File: config.mk
export PLATFORM = sky130hd
export DESIGN_NAME = mc_ctrl_fsm
export DESIGN_NICKNAME = d
export VERILOG_FILES = /design/src/rtl/mc_ctrl_fsm.sv
export SDC_FILE = /design/constraint.sdc
export NUM_CORES = 1
export LEC_CHECK = 0
export CORE_UTILIZATION = 35
export CTS_BUF_LIST = sky130_fd_sc_hd__clkbuf_4 sky130_fd_sc_hd__clkbuf_8 sky130_fd_sc_hd__clkbuf_16
export DETAILED_ROUTE_END_ITERATION = 6
export PLACE_DENSITY_LB_ADDON = 0.08
export SYNTH_ARGS = -nofsm -noshare
export SYNTH_HDL_FRONTEND = slang
export SYNTH_SLANG_ARGS = --single-unit
File: constraint.sdc
create_clock -name clk -period 4.4 [get_ports clk]
set_input_delay 1.32 -clock clk [delete_from_list [all_inputs] [get_ports clk]]
set_output_delay 1.32 -clock clk [all_outputs]
set_load 0.02 [all_outputs]
File: src/rtl/mc_ctrl_fsm.sv
// Multicycle MIPS main control: Moore FSM sequencing fetch/decode/execute/mem/writeback.
// Latency: outputs follow State combinationally; instructions take 3-5 cycles, illegal ops 2.
// No backpressure: advances every cycle; reset gates all write enables immediately.
module mc_ctrl_fsm (
    input  logic       clk,
    input  logic       reset,
    input  logic [5:0] Op,
    output logic       IorD,
    output logic       MemWrite,
    output logic       IRWrite,
    output logic       PCWrite,
    output logic       Branch,
    output logic [1:0] PCSrc,
    output logic       AluSrcA,
    output logic [1:0] AluSrcB,
    output logic [1:0] AluOp,
    output logic       RegDst,
    output logic       MemtoReg,
    output logic       RegWrite,
    output logic       InstrDone,
    output logic       Illegal,
    output logic [3:0] State
);

    localparam logic [3:0] FETCH    = 4'd0;
    localparam logic [3:0] DECODE   = 4'd1;
    localparam logic [3:0] MEMADR   = 4'd2;
    localparam logic [3:0] MEMRD    = 4'd3;
    localparam logic [3:0] MEMWB    = 4'd4;
    localparam logic [3:0] MEMWR    = 4'd5;
    localparam logic [3:0] EXECUTE  = 4'd6;
    localparam logic [3:0] ALUWB    = 4'd7;
    localparam logic [3:0] BEQ      = 4'd8;
    localparam logic [3:0] ADDIEXEC = 4'd9;
    localparam logic [3:0] ADDIWB   = 4'd10;
    localparam logic [3:0] JUMP     = 4'd11;

    localparam logic [5:0] OP_LW    = 6'b100011;
    localparam logic [5:0] OP_SW    = 6'b101011;
    localparam logic [5:0] OP_RTYPE = 6'b000000;
    localparam logic [5:0] OP_BEQ   = 6'b000100;
    localparam logic [5:0] OP_ADDI  = 6'b001000;
    localparam logic [5:0] OP_J     = 6'b000010;

    logic [3:0] state_q;
    logic [3:0] state_d;
    logic       op_legal;
    logic       memwrite_raw;
    logic       irwrite_raw;
    logic       pcwrite_raw;
    logic       branch_raw;
    logic       regwrite_raw;

    always_comb begin
        op_legal = (Op == OP_LW) || (Op == OP_SW) || (Op == OP_RTYPE) ||
                   (Op == OP_BEQ) || (Op == OP_ADDI) || (Op == OP_J);
    end

    always_comb begin
        state_d = FETCH;
        case (state_q)
            FETCH:    state_d = DECODE;
            DECODE: begin
                case (Op)
                    OP_LW, OP_SW: state_d = MEMADR;
                    OP_RTYPE:     state_d = EXECUTE;
                    OP_BEQ:       state_d = BEQ;
                    OP_ADDI:      state_d = ADDIEXEC;
                    OP_J:         state_d = JUMP;
                    default:      state_d = FETCH;
                endcase
            end
            // Op is re-sampled here; anything other than lw/sw abandons the access.
            MEMADR: begin
                if (Op == OP_LW)      state_d = MEMRD;
                else if (Op == OP_SW) state_d = MEMWR;
                else                  state_d = FETCH;
            end
            MEMRD:    state_d = MEMWB;
            EXECUTE:  state_d = ALUWB;
            ADDIEXEC: state_d = ADDIWB;
            default:  state_d = FETCH;
        endcase
    end

    always_ff @(posedge clk) begin
        if (reset) state_q <= FETCH;
        else       state_q <= state_d;
    end

    always_comb begin
        IorD         = 1'b0;
        memwrite_raw = 1'b0;
        irwrite_raw  = 1'b0;
        pcwrite_raw  = 1'b0;
        branch_raw   = 1'b0;
        PCSrc        = 2'b00;
        AluSrcA      = 1'b0;
        AluSrcB      = 2'b00;
        AluOp        = 2'b00;
        RegDst       = 1'b0;
        MemtoReg     = 1'b0;
        regwrite_raw = 1'b0;
        InstrDone    = 1'b0;
        Illegal      = 1'b0;
        case (state_q)
            FETCH: begin
                irwrite_raw = 1'b1;
                pcwrite_raw = 1'b1;
                AluSrcB     = 2'b01;
            end
            DECODE: begin
                AluSrcB = 2'b11;
                Illegal = ~op_legal;
            end
            MEMADR, ADDIEXEC: begin
                AluSrcA = 1'b1;
                AluSrcB = 2'b10;
            end
            MEMRD: IorD = 1'b1;
            MEMWB: begin
                regwrite_raw = 1'b1;
                MemtoReg     = 1'b1;
                InstrDone    = 1'b1;
            end
            MEMWR: begin
                IorD         = 1'b1;
                memwrite_raw = 1'b1;
                InstrDone    = 1'b1;
            end
            EXECUTE: begin
                AluSrcA = 1'b1;
                AluOp   = 2'b10;
            end
            ALUWB: begin
                regwrite_raw = 1'b1;
                RegDst       = 1'b1;
                InstrDone    = 1'b1;
            end
            BEQ: begin
                AluSrcA    = 1'b1;
                AluOp      = 2'b01;
                PCSrc      = 2'b01;
                branch_raw = 1'b1;
                InstrDone  = 1'b1;
            end
            ADDIWB: begin
                regwrite_raw = 1'b1;
                InstrDone    = 1'b1;
            end
            JUMP: begin
                pcwrite_raw = 1'b1;
                PCSrc       = 2'b10;
                InstrDone   = 1'b1;
            end
            default: ;
        endcase
    end

    // Write enables are suppressed as long as reset is held, whatever the state.
    assign MemWrite = memwrite_raw & ~reset;
    assign IRWrite  = irwrite_raw  & ~reset;
    assign PCWrite  = pcwrite_raw  & ~reset;
    assign Branch   = branch_raw   & ~reset;
    assign RegWrite = regwrite_raw & ~reset;
    assign State    = state_q;

endmodule

==> flow_summary_export.csv <==
group,metric,value,unit
outcome,status,"completed",
job,drv_cap,0,
global_route,grt_max_degree,19,
critical_path,cp_slowest_cell,"clkdlybuf4s50_1",
clock_network,clock-root-buffer,"clkbuf_4",
clock_network,clock_sinks,4,
routing,viasPerCell,5.803,
finish,regArea,80.08,um^2
placed_design,routabilityCongestion,0.8035,
critical_path,path_cells,"clkdlybuf4s50_1, nor4_1, nor2b_1, o31ai_1, nor2_1, dlygate4sd2_1",
global_route,grt_usage,0.2193,
yosys,ys.flop_type,"dfxtp_1",
yosys,synth_compound_area_frac,0.3045,
critical_path,critPathLaunchType,"primary input",
pwr,power_density,165.6,mW/mm^2
pwr,p_total,0.1353,mW
timing,finalSetupTns,0,ps
yosys,synth_fa_ha_area_frac,0,
yosys,ys_ff_latch,4,
die,initial_core_util,0.4019,
clock_network,cts_resized,2,
finish,diodes,0,
critical_path,crit_path_end_kind,"primary output",
die,die_height,38.91,um
placed_design,placed_cells,114,
yosys,synth_top_area_share,0.1680,
finish,largest_reg_flops,4,
yosys,ys_warn_count,0,
global_route,grt_pass1_wl,2.346,mm
min_path,hp-class,"reg2reg",
global_route,grt_pass1_vias,547,
routing,drt_iter0_drc,15,
routing,drcViolationCount,0,
die,io_pins,29,
die,num_rows,12,
pwr,ir_worst_vdd,0.1137,mV
placed_design,io_buffers,28,
critical_path,required,3080,ps
placed_design,place_hpwl,1.088,mm
yosys,synthTopCellsByCount,"11 x nor2_1, 7 x a21oi_1, 7 x nor3_1",
yosys,synth_top_family_by_area,"simple AND/OR/NAND/NOR gates",
timing,maxSlewHeadroom,0.6174,
global_route,antenna_found_initial,0,
routing,wire_per_inst,12.36,um
global_route,overflow,0,
finish,post-route-util,0.6888,
critical_path,worstPathArrival,2940,ps
yosys,syn_inst,73,
die,floorplan.die_area,0.001514,mm^2
finish,fill_cells,127,
yosys,syn_nets,81,
timing,period_share,0.9693,
finish,multiInputGateArea,369.1,um^2
timing,finalHoldViolCount,0,
timing,setup_viol_count_final,0,
clock_network,post_cts_buffers,0,
die,die_x,38.91,um
timing,slew_violations,0,
clock_network,clock_path_buffers,2,
clock_network,cts_tree,"done",
routing,vias,679,
timing,fin_skew,1.491,ps
routing,drt_first_pass_iters,4,
yosys,synth_xor_area_frac,0.05512,
critical_path,crit_fanout,3,
finish,layout-drive-gt1-share,0.1165,
clock_network,cts_buffers,3,
yosys,yosys.area.top_type,"dfxtp_1",
yosys,synth.area.mux_share,0,
routing,drt_wl_total,1.446,mm
yosys,async_reset_ff_frac,0,
critical_path,crit_type,"in2out",
yosys,synth_edf_count,0,
yosys,synth-simple-area-share,0.3990,
finish,final_cell_area,817.0,um^2
yosys,synth_cell_type_count,30,
finish,syn_to_final_growth,71.39,%
timing,min_period,4265,ps
clock_network,cts_max_level,1,
yosys,yosys-top-cells-area,"dfxtp_1 17%, nor2_1 8.7%, a21oi_1 7.3%",
finish,layout.cells.non_filler,117,
finish,nets,113,
pwr,p_leak,0.3010,nW
timing,worstMarginPinSlew,573.1,ps
timing,fmax,234.5,MHz
clock_network,clkLatencyLatePin,230,ps
critical_path,slowest_delay,450,ps
die,core_area,0.001186,mm^2
routing,antenna_left,0,
clock_network,cts_hold_repair.buffers,0,
placed_design,dpl_cell_area,788.3,um^2
yosys,synth_seq_area_share,0.1680,
yosys,yosysMostFrequentCell,"nor2_1",
clock_network,clk_pin_slew_worst_paths,30,ps
yosys,netlist_area,476.7,um^2
timing,rsz0062_at_grt,"no",
yosys,avgSynthCellArea,6.530,um^2
## layout by cell type (no fill, tap or decap), types with 2 or more instances in the layout
master,n
o21ai_0,3
dfxtp_1,4
nand2b_1,4
nor4_1,2
nand3_1,2
a21oi_1,7
nor2_1,11
inv_1,3
nand2_1,2
nor3_1,7
nor2b_1,2
buf_4,5
clkbuf_4,3
or4_1,2
o31ai_1,3
xor2_1,2
clkdlybuf4s50_1,27
## layer usage
metal	part of all wire	vias to the layer above	routed length, um	global-route usage
met3	0.057	2	82	0.01734
met5	0	-	0	0
met2	0.48	30	696	0.3792
met1	0.45	318	649	0.2793
met4	0.012	0	17	0.07759
li1	-	329	-	-
## critical path: cells and delay by family
family	cells	cell delay, ps
buffers and inverters	2	770
and+or+nand+nor	3	560
AOI/OAI and AO/OA	1	300
## final timing paths
| path | slack, ps | startpoint | end | cells after the start |
|---|---|---|---|---|
| worst max-delay path | 140 | Op[5] | Illegal | 6 |
| worst min-delay path | 650 | State[3] | State[0] | 1 |
| worst max register to register | 2720 | State[0] | State[0] | 4 |
| worst min register to register | 650 | State[3] | State[0] | 1 |
## per-stage QoR
step           hold WS, ps  setup slack [ps]
2_1_floorplan        642.9             910.7
3_3_place_gp         649.1             10.73
3_5_place_dp         654.1            -104.6
4_1_cts              651.6             213.8
5_1_grt              708.3             82.47
6_report             653.6             135.3
## cells by family (layout without fill, tap and decap cells)
logic type      Yosys count  in the layout
simple gates             36             36
compound gates           21             21
buf+inv                   9             39
flops                     4              4
xor+xnor                  3              3
## power by group
group / switching [mW] / internal, mW
Clock: 0.0133 / 0.0304
Sequential: 0.00425 / 0.0376
Combinational: 0.0245 / 0.0252
## final cells by class
type                    count  area share
multi-input cells          60      0.4518
repair buffers             33      0.3874
flip-flops and latches      4     0.09801
clock buffers               3     0.02757
well taps                  14     0.02144
inverters                   3     0.01378
No activity file was read; power rests on OpenSTA's default activity.
==> variant: new RTL, config.mk and constraints unchanged <==
Reset style: asynchronous (`reset`), changed in one clocked block.
--- a/src/rtl/mc_ctrl_fsm.sv
+++ b/src/rtl/mc_ctrl_fsm.sv
@@ -83,7 +83,7 @@
         endcase
     end
 
-    always_ff @(posedge clk) begin
+    always_ff @(posedge clk or posedge reset) begin
         if (reset) state_q <= FETCH;
         else       state_q <= state_d;
     end
Formal check against the unedited RTL: differs if reset is asserted again (counterexample within 4 cycles, from zero or initial values and one cycle with reset high); with reset held inactive, the same outputs for 10 cycles.
==> variant against the original RTL <==
- cell area is 3.2% higher
- critical path depth is 1 lower
- hold slack better by 0.049 ns
- sequential share of layout area is 2.1 points higher
- worst setup slack worse by 0.017 ns
- sequential cell count stayed put
- largest cell class unchanged
- wire length is 1.6% lower
- die area is 14% higher
- clock skew is 0.0011 ns lower
- final cell count is 2.6% lower
- synthesized area is 14% higher
- non-clock buffer count is 1 lower
Power is not compared: it rests on default switching activity, and its combinational part moved more than twofold at a synthesized area within 25%.
==> variant: results (changes against the original RTL) <==
[logic_synthesis]
syn_inst = 71  ; -2.7%
synth.area.top_cells = dfrtp_1, nor3_1, nor2_1, a21oi_1, o21ai_0
synth_common_cells = nor3_1, nor2_1
async_reset_ff_share_pct = 100  ; +100 points
syn-num-nets = 79  ; -2.5%
synth.distinct_cells = 39  ; +30%
ys_seq_area_share_pct = 18.3  ; +1.6 points

[global_route]
met1_usage_pct = 21.1  ; -6.8 points
grt_pass1_wl_um = 2430  ; +3.5%
grt_pass1_vias = 541  ; -1.1%
grt_use_met2_pct = 30.9  ; -7.0 points
grt_max_degree = 18  ; -1

[sta]
fin_crit_sh_pct = 97.3  ; +0.38 points
fin_worst_skew_ns = 0.000369  ; -0.00112 ns
hold_ws_ns = 0.702  ; +0.0486 ns

[outcome]
status = finished clean

[route]
routedWlPerCell_um = 12.5  ; +1.0%
vias = 620  ; -8.7%
dr_wl_met3_um = 94  ; +15%
detailedRoute.firstIterationViolations = 9  ; -6

[placement]
dp_hpwl_um = 1070  ; -1.4%
place_congestion = 0.754  ; -6.2%

[finish]
layout-drive-gt1-share_pct = 17.2  ; +5.5 points
multi_input_cells = 59  ; -1.7%

[critical_path]
worstPathArrival_ns = 2.96  ; +0.02 ns
critPathLaunch = Op[1]
rr_endpoint = State[1]$_DFF_PP0_

[hold_path]
holdPathStages = 2  ; +1
hold_end = State[3]$_DFF_PP0_

[clocking]
post_cts_resized = 0  ; -2

## variant: changes by cell type in the layout (fill, tap and decap cells not counted), moves of 3 or more
| cell | unedited run | this run |
|---|---|---|
| a21oi_1 | 7 | 4 |
| dfrtp_1 | 0 | 4 |
| dfxtp_1 | 4 | 0 |
| nor2_1 | 11 | 6 |
| o31ai_1 | 3 | 0 |
## variant: kinds of logic after synthesis
group                  count (synthesis)  share of synthesized area (%)
AND/OR/NAND/NOR                       37                           41.1
buffers and inverters                  8                           10.5
AO/OA/AOI/OAI                         19                           25.2
flip-flops                             4                           18.3
XOR/XNOR                               3                           4.82
## variant: power groups by stage
stage                     clock, mW  sequential (mW)  combinational, mW
after global placement            0           0.0749              0.223
after CTS                    0.0477           0.0753              0.226
final                        0.0458           0.0750              0.224
after detailed placement          0           0.0759              0.225
after global routing         0.0492           0.0791              0.238
after floorplan                   0           0.0662              0.154
## variant: worst max-delay path: cells and delay by family
family / cells / cell delay [ns]
AOI/OAI and AO/OA: 3 / 0.45
buffers and inverters: 2 / 1.18
